--- config.mk ---
export PLATFORM = sky130hd
export DESIGN_NAME = pong_physics_engine
export DESIGN_NICKNAME = d
export VERILOG_FILES = /design/src/rtl/pong_physics_engine_pkg.sv /design/src/rtl/pong_physics_engine_paddle.sv /design/src/rtl/pong_physics_engine.sv
export SDC_FILE = /design/constraint.sdc
export NUM_CORES = 1
export LEC_CHECK = 0
export ABC_AREA = 1
export CAP_MARGIN = 15
export CORE_ASPECT_RATIO = 1.75
export CORE_UTILIZATION = 32
export CTS_CLUSTER_SIZE = 24
export DETAILED_ROUTE_END_ITERATION = 8
export PLACE_DENSITY = 0.59
export SLEW_MARGIN = 10
export SYNTH_ARGS = -nofsm -noshare
export SYNTH_HDL_FRONTEND = slang
export SYNTH_SLANG_ARGS = --single-unit
--- constraint.sdc ---
create_clock -name CLOCK_50 -period 29.2 [get_ports CLOCK_50]
set_input_delay 4.38 -clock CLOCK_50 [delete_from_list [all_inputs] [get_ports CLOCK_50]]
set_output_delay 4.38 -clock CLOCK_50 [all_outputs]
set_load 0.005 [all_outputs]
--- src/rtl/pong_physics_engine_pkg.sv ---
// Shared types and helpers for the pong game-logic core.
// State/winner encodings, vertical speed bounds, paddle hit-angle mapping.
package pong_physics_engine_pkg;

    typedef enum logic [1:0] {
        ST_IDLE  = 2'd0,
        ST_SERVE = 2'd1,
        ST_PLAY  = 2'd2,
        ST_OVER  = 2'd3
    } game_state_t;

    localparam logic [1:0] WIN_NONE  = 2'd0;
    localparam logic [1:0] WIN_LEFT  = 2'd1;
    localparam logic [1:0] WIN_RIGHT = 2'd2;

    localparam int DY_MIN = -3;
    localparam int DY_MAX = 3;

    // Map the ball's offset along the paddle face to one of seven bands,
    // centre band gives a flat return, outer bands the steepest angle.
    function automatic logic signed [3:0] hit_dy(input logic [9:0] off,
                                                 input int pad_h);
        logic [15:0] band;
        logic signed [3:0] b;
        band = (16'(off) * 16'd7) / 16'(pad_h);
        if (band > 16'(DY_MAX - DY_MIN))
            band = 16'(DY_MAX - DY_MIN);
        b = 4'(band);
        return b + 4'(DY_MIN);
    endfunction

endpackage

--- src/rtl/pong_physics_engine_paddle.sv ---
// Paddle position register: steps once per enabled frame and
// clamps to the playfield between the top and bottom walls.
module pong_paddle_ctrl #(
    parameter int V_RES    = 480,
    parameter int BORDER   = 5,
    parameter int PAD_H    = 40,
    parameter int PAD_STEP = 5
) (
    input  logic       clk,
    input  logic       rst_n,
    input  logic       en,
    input  logic       up,
    input  logic       dn,
    output logic [9:0] y
);

    localparam logic signed [11:0] Y_LO = 12'(BORDER + 1);
    localparam logic signed [11:0] Y_HI = 12'(V_RES - BORDER - 1 - PAD_H);
    localparam logic signed [11:0] STEP = 12'(PAD_STEP);
    localparam logic [9:0]         Y_RST = 10'((V_RES - PAD_H) / 2);

    logic signed [11:0] y_raw;
    logic signed [11:0] y_clip;

    // Step toward the pressed direction; conflicting or no input holds.
    always_comb begin
        y_raw = $signed({2'b00, y});
        if (up && !dn)
            y_raw = $signed({2'b00, y}) - STEP;
        else if (dn && !up)
            y_raw = $signed({2'b00, y}) + STEP;
        y_clip = y_raw;
        if (y_raw < Y_LO)
            y_clip = Y_LO;
        else if (y_raw > Y_HI)
            y_clip = Y_HI;
    end

    // Position register, updated only on an enabled frame.
    always_ff @(posedge clk or negedge rst_n) begin
        if (!rst_n)
            y <= Y_RST;
        else if (en)
            y <= y_clip[9:0];
    end

endmodule

--- src/rtl/pong_physics_engine.sv ---
// Pong game-logic core: serve/play/over sequencing, ball physics,
// paddle hits, wall bounces, misses and scoring, once per frame.
module pong_physics_engine
    import pong_physics_engine_pkg::*;
#(
    parameter int H_RES        = 640,
    parameter int V_RES        = 480,
    parameter int BORDER       = 5,
    parameter int PAD_W        = 15,
    parameter int PAD_H        = 40,
    parameter int PAD_STEP     = 5,
    parameter int P1_X         = 40,
    parameter int P2_X         = 585,
    parameter int BALL_R       = 15,
    parameter int SPEED_INIT   = 3,
    parameter int SPEED_MAX    = 8,
    parameter int HITS_PER_UP  = 4,
    parameter int WIN_SCORE    = 5,
    parameter int SERVE_FRAMES = 60
) (
    input  logic                           CLOCK_50,
    input  logic                           RESET_N,
    input  logic                           frame_tick,
    input  logic                           run,
    input  logic                           p1_up,
    input  logic                           p1_dn,
    input  logic                           p2_up,
    input  logic                           p2_dn,
    output logic [9:0]                     pad1_y,
    output logic [9:0]                     pad2_y,
    output logic [9:0]                     ball_x,
    output logic [9:0]                     ball_y,
    output logic [$clog2(WIN_SCORE+1)-1:0] score1,
    output logic [$clog2(WIN_SCORE+1)-1:0] score2,
    output logic [1:0]                     state,
    output logic [1:0]                     winner,
    output logic                           show_score
);

    localparam int SW  = $clog2(WIN_SCORE + 1);
    localparam int SPW = $clog2(SPEED_MAX + 1);
    localparam int HCW = $clog2(HITS_PER_UP + 1);
    localparam int SCW = $clog2(SERVE_FRAMES + 1);

    localparam logic signed [11:0] X_MAX  = 12'(H_RES - 1);
    localparam logic signed [11:0] HIT_L  = 12'(P1_X + PAD_W + BALL_R);
    localparam logic signed [11:0] HIT_R  = 12'(P2_X - BALL_R);
    localparam logic signed [11:0] MISS_L = 12'(BORDER + BALL_R);
    localparam logic signed [11:0] MISS_R = 12'(H_RES - BORDER - BALL_R);
    localparam logic signed [11:0] WALL_T = 12'(BORDER + BALL_R);
    localparam logic signed [11:0] WALL_B = 12'(V_RES - BORDER - BALL_R);

    localparam logic [9:0] X_MID   = 10'(H_RES / 2);
    localparam logic [9:0] Y_MID   = 10'(V_RES / 2);
    localparam logic [9:0] X_RET_L = 10'(P1_X + PAD_W + BALL_R + 1);
    localparam logic [9:0] X_RET_R = 10'(P2_X - BALL_R - 1);
    localparam logic [9:0] Y_TOP   = 10'(BORDER + BALL_R + 1);
    localparam logic [9:0] Y_BOT   = 10'(V_RES - BORDER - BALL_R - 1);

    game_state_t st, st_next;

    logic                 tick_en;
    logic                 pad_en;
    logic                 dir;
    logic signed [3:0]    dy;
    logic [SPW-1:0]       speed;
    logic [HCW-1:0]       hits;
    logic [SCW-1:0]       serve_cnt;

    logic signed [11:0]   spd_s;
    logic signed [11:0]   sx_raw;
    logic signed [11:0]   sx;
    logic signed [11:0]   sy;
    logic                 in_l, in_r;
    logic                 hit_l, hit_r, hit;
    logic                 miss_l, miss_r, miss;
    logic                 wall_t, wall_b;
    logic                 game_won, serve_done;
    logic [9:0]           pad_hit;
    logic [9:0]           off;
    logic signed [3:0]    dy_hit, dy_eff;

    assign tick_en = frame_tick & run;
    assign pad_en  = tick_en & (st != ST_OVER);

    pong_paddle_ctrl #(
        .V_RES(V_RES), .BORDER(BORDER), .PAD_H(PAD_H), .PAD_STEP(PAD_STEP)
    ) u_pad1 (
        .clk(CLOCK_50), .rst_n(RESET_N), .en(pad_en),
        .up(p1_up), .dn(p1_dn), .y(pad1_y)
    );

    pong_paddle_ctrl #(
        .V_RES(V_RES), .BORDER(BORDER), .PAD_H(PAD_H), .PAD_STEP(PAD_STEP)
    ) u_pad2 (
        .clk(CLOCK_50), .rst_n(RESET_N), .en(pad_en),
        .up(p2_up), .dn(p2_dn), .y(pad2_y)
    );

    // Ball candidate move, hit/miss detection and wall response.
    always_comb begin
        spd_s  = $signed(12'(speed));
        sx_raw = dir ? $signed({2'b00, ball_x}) + spd_s
                     : $signed({2'b00, ball_x}) - spd_s;
        sx = sx_raw;
        if (sx_raw < 12'sd0)
            sx = 12'sd0;
        else if (sx_raw > X_MAX)
            sx = X_MAX;

        in_l = ({1'b0, ball_y} >= {1'b0, pad1_y}) &&
               ({1'b0, ball_y} <= {1'b0, pad1_y} + 11'(PAD_H));
        in_r = ({1'b0, ball_y} >= {1'b0, pad2_y}) &&
               ({1'b0, ball_y} <= {1'b0, pad2_y} + 11'(PAD_H));
        hit_l = !dir && (sx <= HIT_L) && in_l;
        hit_r = dir && (sx >= HIT_R) && in_r;
        hit   = hit_l | hit_r;

        miss_l = !hit && (sx <= MISS_L);
        miss_r = !hit && (sx >= MISS_R);
        miss   = miss_l | miss_r;

        pad_hit = hit_l ? pad1_y : pad2_y;
        off     = ball_y - pad_hit;
        dy_hit  = hit_dy(off, PAD_H);
        dy_eff  = hit ? dy_hit : dy;

        sy     = $signed({2'b00, ball_y}) + 12'(dy_eff);
        wall_t = (dy_eff < 4'sd0) && (sy <= WALL_T);
        wall_b = (dy_eff > 4'sd0) && (sy >= WALL_B);

        game_won = (miss_r && score1 == SW'(WIN_SCORE - 1)) ||
                   (miss_l && score2 == SW'(WIN_SCORE - 1));
        serve_done = (serve_cnt == SCW'(SERVE_FRAMES - 1));
    end

    // Game state register.
    always_ff @(posedge CLOCK_50 or negedge RESET_N) begin
        if (!RESET_N)
            st <= ST_IDLE;
        else
            st <= st_next;
    end

    // Sequencing: start, serve hold, point outcome, game over release.
    always_comb begin
        st_next = st;
        unique case (st)
            ST_IDLE:  if (tick_en) st_next = ST_SERVE;
            ST_SERVE: if (tick_en && serve_done) st_next = ST_PLAY;
            ST_PLAY:  if (tick_en && miss)
                          st_next = game_won ? ST_OVER : ST_SERVE;
            ST_OVER:  if (!run) st_next = ST_IDLE;
            default:  st_next = st;
        endcase
    end

    // State-derived outputs for the renderer.
    always_comb begin
        state      = st;
        show_score = (st != ST_PLAY);
    end

    // Ball, speed, serve timer, scores and winner.
    always_ff @(posedge CLOCK_50 or negedge RESET_N) begin
        if (!RESET_N) begin
            ball_x    <= X_MID;
            ball_y    <= Y_MID;
            dir       <= 1'b1;
            dy        <= 4'sd0;
            speed     <= SPW'(SPEED_INIT);
            hits      <= '0;
            serve_cnt <= '0;
            score1    <= '0;
            score2    <= '0;
            winner    <= WIN_NONE;
        end else if (st == ST_OVER && !run) begin
            score1 <= '0;
            score2 <= '0;
            winner <= WIN_NONE;
        end else if (tick_en) begin
            unique case (st)
                ST_SERVE: begin
                    serve_cnt <= serve_done ? '0 : serve_cnt + SCW'(1);
                end
                ST_PLAY: begin
                    if (miss) begin
                        ball_x    <= X_MID;
                        ball_y    <= Y_MID;
                        dy        <= 4'sd0;
                        dir       <= miss_r;
                        speed     <= SPW'(SPEED_INIT);
                        hits      <= '0;
                        serve_cnt <= '0;
                        if (miss_r && score1 < SW'(WIN_SCORE))
                            score1 <= score1 + SW'(1);
                        if (miss_l && score2 < SW'(WIN_SCORE))
                            score2 <= score2 + SW'(1);
                        if (game_won)
                            winner <= miss_r ? WIN_LEFT : WIN_RIGHT;
                    end else begin
                        if (hit_l)
                            ball_x <= X_RET_L;
                        else if (hit_r)
                            ball_x <= X_RET_R;
                        else
                            ball_x <= sx[9:0];
                        if (hit) begin
                            dir <= hit_l;
                            if (hits == HCW'(HITS_PER_UP - 1)) begin
                                hits <= '0;
                                if (speed < SPW'(SPEED_MAX))
                                    speed <= speed + SPW'(1);
                            end else begin
                                hits <= hits + HCW'(1);
                            end
                        end
                        if (wall_t || wall_b) begin
                            dy     <= -dy_eff;
                            ball_y <= wall_t ? Y_TOP : Y_BOT;
                        end else begin
                            dy     <= dy_eff;
                            ball_y <= sy[9:0];
                        end
                    end
                end
                default: ;
            endcase
        end
    end

endmodule
# Word-level counts from Yosys, hierarchy flattened
# Cells that the tools add are included.
# W data, S select, Z words.
[totals] out_inout_bits=51 ff_bits=68
[classes] multipliers=1 magnitude_cmp=22 n_eq_ne=14 n_bitwise=5 muxes=56 n_reduce_logical=49 div_mod_pow=1 addsub=17
[op_table] operator="$mux W10" n=10
[op_table] operator="$mux W12" n=7
[op_table] operator="$mux W3" n=13
[op_table] operator="$mux W4" n=8
[op_table] operator="$ge A12 B11 Y1 const B" n=2
[op_table] operator="$gt A12 B10 Y1 const B" n=2
[op_table] operator="$le A12 B6 Y1 const B" n=2
[op_table] operator="$lt A12 B4 Y1 const B" n=2
[op_table] operator="$reduce_and A4 Y1" n=6
[op_table] operator="$add A10 B3 Y11 const B" n=2
[op_table] operator="$add A10 B6 Y11 const B" n=2
[op_table] operator="$le A10 B11 Y1" n=2
[op_table] operator="$mux W2" n=11
[op_table] operator="$sub A10 B3 Y11 const B" n=2
[op_table] operator="$logic_and A1 B1 Y1" n=21
[op_table] operator="$ge A10 B10 Y1" n=2
[op_table] operator="$reduce_bool A2 Y1" n=10
[op_table] operator="$div A13 B6 Y16 const B" n=1
[op_table] operator="$gt A16 B3 Y1 const B" n=1
[op_table] operator="$ne A2 B2 Y1 const B" n=7
[op_table] operator="$mul A10 B3 Y13 const B" n=1
[op_table] operator="$add A11 B4 Y12" n=1
[op_table] operator="$ge A12 B10 Y1 const B" n=1
[op_table] operator="$gt A12 B11 Y1 const B" n=1
[op_table] operator="32 further kinds" n=48

# Longest topological paths before layout
# Gate-level depths: netlist of run 1.
[depth] ltp_word=22 ltp_mapped=112 mapped_depth_nobuf=110

# Cells and area by module
# A second synthesis of run 1 with hierarchy kept.
[hier_totals] cells_unflattened=1386 area_unflattened_um2=8934.8
[modules_own_cells] module="pong_physics_engine" n_inst=1 area_each_um2=6682.7 seq_area_each_um2=1212.4 cells_each=988
[modules_own_cells] module="pong_paddle_ctrl" n_inst=2 area_each_um2=1126.1 seq_area_each_um2=256.5 cells_each=199

# Worst setup path after synthesis of run 1
# Ideal clock, no wire load.
[synth_timing] path_kind="register -> register" start="register u_pad1.y[6]" end="register dy[1]" path_stages_with_launch=89 required_time_ps=29082 n_path_buf=3 arrival_time_ps=11533 setup_slack_ps=17550 path_cell_list="dfstp_2 -> clkbuf_1 -> inv_1 -> xor2_1 -> ha_1 -> nand2_1 -> or3b_2 -> nor2_1 -> o21ai_0 -> a21boi_0 -> o221ai_1 -> nand3_1 -> nor2_2 -> nand2_2 -> buf_4 -> clkbuf_1 -> o21ai_0 -> ha_1 -> [53 not listed] -> nand3_1 -> and2_1 -> nor2_1 -> nor2_1 -> o21bai_1 -> a21oi_1 -> o21bai_1 -> xnor2_1 -> inv_1 -> or2_2 -> nor4_1 -> nand4_1 -> nand3_2 -> nand2_4 -> nand2_2 -> nand2_1 -> nand3_1 -> nand2_1"
[synth_via] elab_chain_len=18
[synth_rtl] element="from (decl)" line_no="pong_physics_engine_paddle.sv:14" text="output logic [9:0] y"
[synth_rtl] element="from (signal assigned)" line_no="pong_physics_engine_paddle.sv:44" text="y <= y_clip[9:0];"
[synth_rtl] element="$add A10 B6 Y11" line_no="pong_physics_engine.sv:112" text="({1'b0, ball_y} <= {1'b0, pad1_y} + 11'(PAD_H));"
[synth_rtl] element="$le A10 B11 Y1" line_no="pong_physics_engine.sv:112"
[synth_rtl] element="$logic_and A1 B1 Y1" line_no="pong_physics_engine.sv:111" text="in_l = ({1'b0, ball_y} >= {1'b0, pad1_y}) &&"
[synth_rtl] element="$logic_and A1 B1 Y1" line_no="pong_physics_engine.sv:115" text="hit_l = !dir && (sx <= HIT_L) && in_l;"
[synth_rtl] element="$mux W10" line_no="pong_physics_engine.sv:123" text="pad_hit = hit_l ? pad1_y : pad2_y;"
[synth_rtl] element="$sub A10 B10 Y10" line_no="pong_physics_engine.sv:124" text="off = ball_y - pad_hit;"
[synth_rtl] element="$mul A10 B3 Y13" line_no="pong_physics_engine_pkg.sv:25" text="band = (16'(off) * 16'd7) / 16'(pad_h);"
[synth_rtl] element="$div A13 B6 Y16" line_no="pong_physics_engine_pkg.sv:25"
[synth_rtl] element="[2 not listed]"
[synth_rtl] element="$add A4 B3 Y4" line_no="pong_physics_engine_pkg.sv:29" text="return b + 4'(DY_MIN);"
[synth_rtl] element="$mux W4" line_no="pong_physics_engine.sv:126" text="dy_eff = hit ? dy_hit : dy;"
[synth_rtl] element="$add A11 B4 Y12" line_no="pong_physics_engine.sv:128" text="sy = $signed({2'b00, ball_y}) + 12'(dy_eff);"
[synth_rtl] element="$le A12 B6 Y1 / $ge A12 B10 Y1 (equally long branches)" line_no="pong_physics_engine.sv:129, pong_physics_engine.sv:130"
[synth_rtl] element="$logic_and A1 B1 Y1 (on tied branches)" line_no="pong_physics_engine.sv:129, pong_physics_engine.sv:130"
[synth_rtl] element="$logic_or A1 B1 Y1" line_no="pong_physics_engine.sv:218" text="if (wall_t || wall_b) begin"
[synth_rtl] element="$mux W4" line_no="pong_physics_engine.sv:218"
[synth_rtl] element="$mux W4 (*)" line_no="pong_physics_engine.sv:187" text="if (miss) begin"
[synth_rtl] element="to (signal assigned)" line_no="pong_physics_engine.sv:219" text="dy <= -dy_eff;"
[synth_rtl] element="to (signal assigned)" line_no="pong_physics_engine.sv:222" text="dy <= dy_eff;"
[synth_rtl] element="to (decl)" line_no="pong_physics_engine.sv:65" text="logic signed [3:0] dy;"
# Mark *: on every way between the ends. The rest lies on a longest branch, timed or not.
# A chain may end at the register's enable or synchronous reset.

# Worst setup path in the final report of run 1
[layout_timing] start="register speed[0]" end="register dy[3]"
[layout_via] elab_chain_len=22
[layout_rtl] element="from (decl)" line_no="pong_physics_engine.sv:66" text="logic [SPW-1:0] speed;"
[layout_rtl] element="from (signal assigned)" line_no="pong_physics_engine.sv:171" text="speed <= SPW'(SPEED_INIT);"
[layout_rtl] element="from (signal assigned)" line_no="pong_physics_engine.sv:192" text="speed <= SPW'(SPEED_INIT);"
[layout_rtl] element="from (signal assigned)" line_no="pong_physics_engine.sv:213" text="speed <= speed + SPW'(1);"
[layout_rtl] element="$sub A10 B4 Y11 / $add A10 B4 Y11 (equally long branches)" line_no="pong_physics_engine.sv:104, pong_physics_engine.sv:103"
[layout_rtl] element="$mux W12 (*)" line_no="pong_physics_engine.sv:103" text="sx_raw = dir ? $signed({2'b00, ball_x}) + spd_s"
[layout_rtl] element="$gt A12 B11 Y1" line_no="pong_physics_engine.sv:108" text="else if (sx_raw > X_MAX)"
[layout_rtl] element="$mux W12" line_no="pong_physics_engine.sv:108"
[layout_rtl] element="$mux W12 (*)" line_no="pong_physics_engine.sv:106" text="if (sx_raw < 12'sd0)"
[layout_rtl] element="$le A12 B8 Y1" line_no="pong_physics_engine.sv:115"
[layout_rtl] element="$logic_and A1 B1 Y1 (2 in a row)" line_no="pong_physics_engine.sv:115"
[layout_rtl] element="$mux W10" line_no="pong_physics_engine.sv:123"
[layout_rtl] element="[5 not listed]"
[layout_rtl] element="$add A4 B3 Y4" line_no="pong_physics_engine_pkg.sv:29"
[layout_rtl] element="$mux W4" line_no="pong_physics_engine.sv:126"
[layout_rtl] element="$add A11 B4 Y12" line_no="pong_physics_engine.sv:128"
[layout_rtl] element="$le A12 B6 Y1 / $ge A12 B10 Y1 (equally long branches)" line_no="pong_physics_engine.sv:129, pong_physics_engine.sv:130"
[layout_rtl] element="$logic_and A1 B1 Y1 (on tied branches)" line_no="pong_physics_engine.sv:129, pong_physics_engine.sv:130"
[layout_rtl] element="$logic_or A1 B1 Y1" line_no="pong_physics_engine.sv:218"
[layout_rtl] element="$mux W4" line_no="pong_physics_engine.sv:218"
[layout_rtl] element="$mux W4 (*)" line_no="pong_physics_engine.sv:187"
# Marks and branches as above.

==> results of run 1 <==
[metal layers]
| metal | track usage [%] | vias to the layer above | wire, µm |
|---|---|---|---|
| met1 | 18.7 | 3684 | 8660 |
| met5 | 0 | - | 0 |
| li1 | - | 3999 | - |
| met4 | 13.1 | 0 | 1500 |
| met2 | 38.3 | 185 | 13500 |
| met3 | 2.63 | 82 | 751 |
[metrics by stage]
step	cells	setup slack (ns)	instance area (µm²)	util [%]
2_1_floorplan	1174	17.55	8110	-
3_3_place_gp	1531	16.18	9010	36.4
3_5_place_dp	1531	16.06	9010	36.4
4_1_cts	1547	16.00	9300	37.6
5_1_grt	1547	14.46	9300	37.6
6_report	1547	15.89	9300	37.6
[cell families after synthesis]
group | Yosys count
AO/OA/AOI/OAI | 230
XOR/XNOR | 62
adder cells (fa/ha/maj) | 104
buffers and inverters | 219
flip-flops | 68
multiplexers | 2
AND/OR/NAND/NOR | 489
[final timing paths]
kind / start / end / slack [ns] / cells after the start
hold / removal: serve_cnt[5] / serve_cnt[5] / 0.48 / 1
min in group asynchronous: RESET_N / ball_x[4] / 4.15 / 1
setup / recovery: speed[0] / dy[3] / 15.89 / 89
max in group asynchronous: RESET_N / score2[0] / 24.43 / 1
setup reg to reg: speed[0] / dy[3] / 15.89 / 89
hold reg to reg: serve_cnt[5] / serve_cnt[5] / 0.48 / 1
[flip-flops by register name (all words and copies together) (netlist names)]
register   cells
score1         3
ball_y        10
winner         2
u_pad1.y      10
serve_cnt      6
dy             4
speed          4
state          2
hits           3
u_pad2.y      10
score2         3
dir            1
ball_x        10
[cells in the final DEF, fill, tap and decap left out, drive strengths merged, types with 5 or more instances in the layout]
cell type      instances
nor4                   7
nor2                  94
o211ai                 5
a21oi                 72
nand3                 77
dfstp                 19
o32ai                  6
xnor2                  7
a31oi                  5
nand4                 24
nand2                251
clkinv                 5
ha                    93
fa                    11
inv                  202
o21ai                 92
a21o                   5
nor3                  16
xor2                  55
o21bai                 6
dfrtp                 49
clkdlybuf4s50         57
o22ai                 13
or2                    8
clkbuf                10
[worst register-to-register path, delay by kind of cell, from the launching register on]
kind | cells | cell delay [ns]
multiplexers | 1 | 0.37
XOR/XNOR | 3 | 0.70
AO/OA/AOI/OAI | 16 | 2.93
buffers and inverters | 13 | 0.81
adder cells (fa/ha/maj) | 7 | 2.23
flip-flops | 1 | 0.58
AND/OR/NAND/NOR | 49 | 5.57
[final cells by class]
class                   count  area [µm²]  area share [%]
multi-input cells         887        5540            59.6
flip-flops and latches     68        1730            18.6
inverters                 205         769            8.28
repair buffers             59         586            6.30
well taps                 312         390            4.20
clock buffers              10         239            2.57
clock inverters             6        47.5           0.512
==> run_results.csv, run 1 <==
group,metric,value,unit
status,status,"completed",
sta,rsz0062_at_grt,"no",
grt,grt_pass1_vias,8062,
detailed_routing,wire_per_inst,15.8,µm
setup_path,path_buf_inv,13,
grt,grt.overflow.total,0,
floorplanning,rows,76,
clock_network,cts_made_buffers,9,
clock_network,clock-sinks,68,
logic_synthesis,syn_area,8110,µm²
floorplanning,initial_core_util,32.8,%
logic_synthesis,synth.mux.area_fraction,0.247,%
clock_network,cts_tree,"yes",
finish,fillers,2649,
clock_network,post_cts_buffers,0,
floorplanning,die_h,213,µm
logic_synthesis,synth-xor-area-share,6.70,%
setup_path,crit_family,"simple AND/OR/NAND/NOR gates",
sta,max_slew.worst_pin.slew,0.928,ns
setup_path,critPathArrivalTime,13.55,ns
detailed_routing,vias_per_cell,5.14,
sta,fin_crit,13.31,ns
logic_synthesis,yosysUniqueCellTypes,68,
clock_network,postCtsHoldBufs,0,
clock_network,cts-resized-gates,0,
sta,setup_violations,0,
logic_synthesis,synthTopCellsByCount,"nand2_1 (228), inv_1 (183), ha_1 (93), nor2_1 (91), o21ai_0 (82)",
setup_path,critPathLaunchType,"register",
clock_network,clk_pin_slew_worst_paths,0.06,ns
detailed_routing,dr.pass1.iters,5,
logic_synthesis,synth_edf_count,0,
setup_path,crit_slowest_cell,"dfstp_2",
finish,layout-drive-gt1-share,8.50,%
floorplanning,die_area,26000,µm²
grt,track_usage,19.8,%
sta,hold_violations,0,
floorplanning,core,24700,µm²
placed_design,port_buffers,58,
logic_synthesis,syn-num-nets,1286,
grt,grt_max_degree,69,
setup_path,critPathMaxFanout,21,
clock_network,clockBufferDepth,2,
clock_network,cts-root-buf,"clkbuf_16",
logic_synthesis,synth_top_family_by_area,"simple AND/OR/NAND/NOR gates",
clock_network,clk_latency,0.36,ns
min_path,hp-class,"register to register",
logic_synthesis,synth_ff_type,"dfrtp_1",
detailed_routing,first_iter_violations,291,
setup_path,crit_type,"register to register",
sta,final-max-slew-violation-count,0,
run,maxCapViolations,0,
logic_synthesis,syn_inst,1174,
logic_synthesis,synthAdderAreaFrac,17.1,%
logic_synthesis,ys_seq_elements,68,
logic_synthesis,synth_compound_area_share,16.6,%
sta,clock_skew,0.00928,ns
logic_synthesis,synth_most_common_cell,"nand2_1",
finish,nNetsFinal,1342,
detailed_routing,vias,7950,
sta,fin_tns_setup,0,ns
setup_path,max_stage_delay,0.58,ns
logic_synthesis,synth-simple-area-share,27.7,%
sta,fin_crit_sh,45.6,%
sta,hold_ws,0.479,ns
placed_design,gp_congestion,0.932,
detailed_routing,postRouteAntennaNets,0,
finish,area_growth,14.6,%
setup_path,path_common_cell,"nand2_1",
placed_design,dp_hpwl,20000,µm
detailed_routing,route.detailed.drc,0,
logic_synthesis,synth_area_leaders,"dfrtp_1 (15%), ha_1 (14%), nand2_1 (11%), inv_1 (8.5%), dfstp_2 (6.2%)",
floorplanning,io_pins,59,
sta,max_freq,75.2,MHz
logic_synthesis,yosysTopAreaCell,"dfrtp_1",
grt,grt_pass1_wl,39600,µm
grt,antenna_found_initial,0,
logic_synthesis,synth.avg_cell_area,6.91,µm²
finish,antenna_cells,0,
floorplanning,die_x,122,µm
setup_path,cp-end-kind,"register",
clock_network,cts.htree.levels,3,
logic_synthesis,synth_top_area_share,15.1,%
detailed_routing,wl,24400,µm
sta,relSlewSlack,38.1,%
logic_synthesis,ys_seq_area_share,21.3,%
logic_synthesis,async_reset_ff_share,100,%
logic_synthesis,yosys_warnings,0,
setup_path,crit_required,29.44,ns
Power of run 1 is left out: the tool's default activity adds up to more than one toggle a clock period on the data nets, which glitch-free logic cannot reach.
==> run 2, diff against run 1 <==
--- a/config.mk
+++ b/config.mk
@@ -11,7 +11,7 @@
 export CORE_UTILIZATION = 32
 export CTS_CLUSTER_SIZE = 24
 export DETAILED_ROUTE_END_ITERATION = 8
-export PLACE_DENSITY = 0.59
+export PLACE_DENSITY = 0.6
 export SLEW_MARGIN = 10
 export SYNTH_ARGS = -nofsm -noshare
 export SYNTH_HDL_FRONTEND = slang
==> constraint.sdc (replaced) <==
create_clock -name CLOCK_50 -period 11.15 [get_ports CLOCK_50]
set_input_delay 1.6725 -clock CLOCK_50 [delete_from_list [all_inputs] [get_ports CLOCK_50]]
set_output_delay 1.6725 -clock CLOCK_50 [all_outputs]
set_load 0.005 [all_outputs]
==> run_results.csv, run 2 (synthesis results as in run 1) <==
group,metric,value,unit
sta,relSlewSlack,38.1,%
sta,max_slew.worst_pin.slew,0.929,ns
grt,grt_max_degree,69,
grt,grt_pass1_vias,9037,
detailed_routing,dr.pass1.iters,5,
finish,area_growth,44.2,%
clock_network,cts_made_buffers,9,
detailed_routing,wire_per_inst,15.8,µm
setup_path,reg2reg_slack,-0.49,ns
setup_path,cp-end-kind,"register",
setup_path,reg2reg_from,"ball_x[1]",
floorplanning,io_pins,59,
sta,fin_crit_sh,104,%
detailed_routing,vias,8969,
status,violations,"setup timing",
detailed_routing,postRouteAntennaNets,0,
grt,grt.overflow.total,0,
detailed_routing,vias_per_cell,5.08,
placed_design,port_buffers,58,
finish,layout-drive-gt1-share,30.5,%
clock_network,clockBufferDepth,2,
finish,design_area,11700,µm²
sta,clock_skew,0.00812,ns
setup_path,crit_type,"register to register",
floorplanning,die_x,122,µm
finish,antenna_cells,0,
floorplanning,initial_core_util,32.8,%
setup_path,crit_slowest_cell,"fa_1",
clock_network,cts-root-buf,"clkbuf_16",
sta,rsz0062_at_grt,"yes",
clock_network,clock-sinks,68,
min_path,hp-class,"register to register",
floorplanning,core,24700,µm²
sta,setup_violations,13,
placed_design,gp_congestion,0.901,
grt,antenna_found_initial,0,
finish,ff_latch_area,1730,µm²
setup_path,crit_required,11.39,ns
finish,fillers,2483,
sta,max_freq,85.9,MHz
finish,layout_common_cells,"buf_4 (209), nand2_1 (196), inv_1 (168)",
setup_path,crit_end,"dy[3]",
min_path,worstHoldPathCells,1,
sta,hold_violations,0,
sta,setup_slack,-0.489,ns
setup_path,critPathLaunchType,"register",
detailed_routing,first_iter_violations,348,
detailed_routing,wl,27900,µm
floorplanning,die_h,213,µm
finish,fin_cells,1764,
setup_path,max_stage_delay,0.60,ns
clock_network,cts_tree,"yes",
setup_path,reg2reg_depth,88,
placed_design,placed_cells,1702,
setup_path,r2r_end,"dy[3]",
grt,grt_pass1_wl,43200,µm
placed_design,dp_hpwl,21800,µm
status,status,"finished with violations",
placed_design,pre_cts_slack,-0.813,ns
sta,fin_crit,11.64,ns
clock_network,cts.htree.levels,3,
floorplanning,die_area,26000,µm²
setup_path,critPathArrivalTime,11.88,ns
sta,final-max-slew-violation-count,0,
grt,track_usage,21.6,%
detailed_routing,route.detailed.drc,0,
setup_path,critPathMaxFanout,8,
finish,nNetsFinal,1559,
finish,final_common_cell,"buf_4",
clock_network,clk_latency,0.35,ns
placed_design,dpl_cell_area,10400,µm²
run,maxCapViolations,0,
setup_path,cp-startpoint,"ball_x[1]",
finish,multi_input_area,6240,µm²
floorplanning,rows,76,
clock_network,clk_pin_slew_worst_paths,0.06,ns
[run 2: critical path: cells and delay by family, from the launching register on]
kind                     cells  cell delay [ns]
AND/OR/NAND/NOR             53             5.27
XOR/XNOR                     3             0.62
adder cells (fa/ha/maj)      7             2.05
AO/OA/AOI/OAI               17             2.11
buffers and inverters        8             0.91
flip-flops                   1             0.50
[run 2: area by class of cell]
cell class	instances	area share, %
inverters	205	6.60
clock inverters	5	0.449
well taps	312	3.34
flip-flops and latches	68	14.7
repair buffers	275	19.5
clock buffers	11	1.99
multi-input cells	888	53.4
[run 2: worst min-delay path by stage]
stage            startpoint            to
5_1_grt        serve_cnt[5]  serve_cnt[5]
3_3_place_gp   serve_cnt[5]  serve_cnt[5]
4_1_cts        serve_cnt[5]  serve_cnt[5]
6_report       serve_cnt[5]  serve_cnt[5]
2_1_floorplan  serve_cnt[5]  serve_cnt[5]
3_5_place_dp          dy[2]         dy[2]
[run 2: stage by stage]
step,TNS [ns],util [%],hold slack [ns]
6_report,-5.85,47.3,0.479
3_5_place_dp,-9.98,42.0,0.473
3_3_place_gp,-7.51,42.0,0.461
5_1_grt,-18.26,47.3,0.489
2_1_floorplan,0,-,0.444
4_1_cts,-2.39,45.2,0.483
[run 2: timing repair]
action,4_1_cts,5_1_grt
resized for setup,77,90
hold buffers,0,0
buffers inserted,28,17
cloned,1,1
pin swaps,61,74
setup endpoints to repair,13,13
[run 2: per-layer routing]
layer	routed length [µm]	up-vias	part of all wire, %	GRT usage (%)
met4	1850	0	6.6	14.3
met1	9730	4214	35	19.9
met3	721	108	2.6	3.03
met2	15600	210	56	42.4
met5	0	-	0	0
li1	-	4437	-	-
Power of run 2 is left out for the same reason.
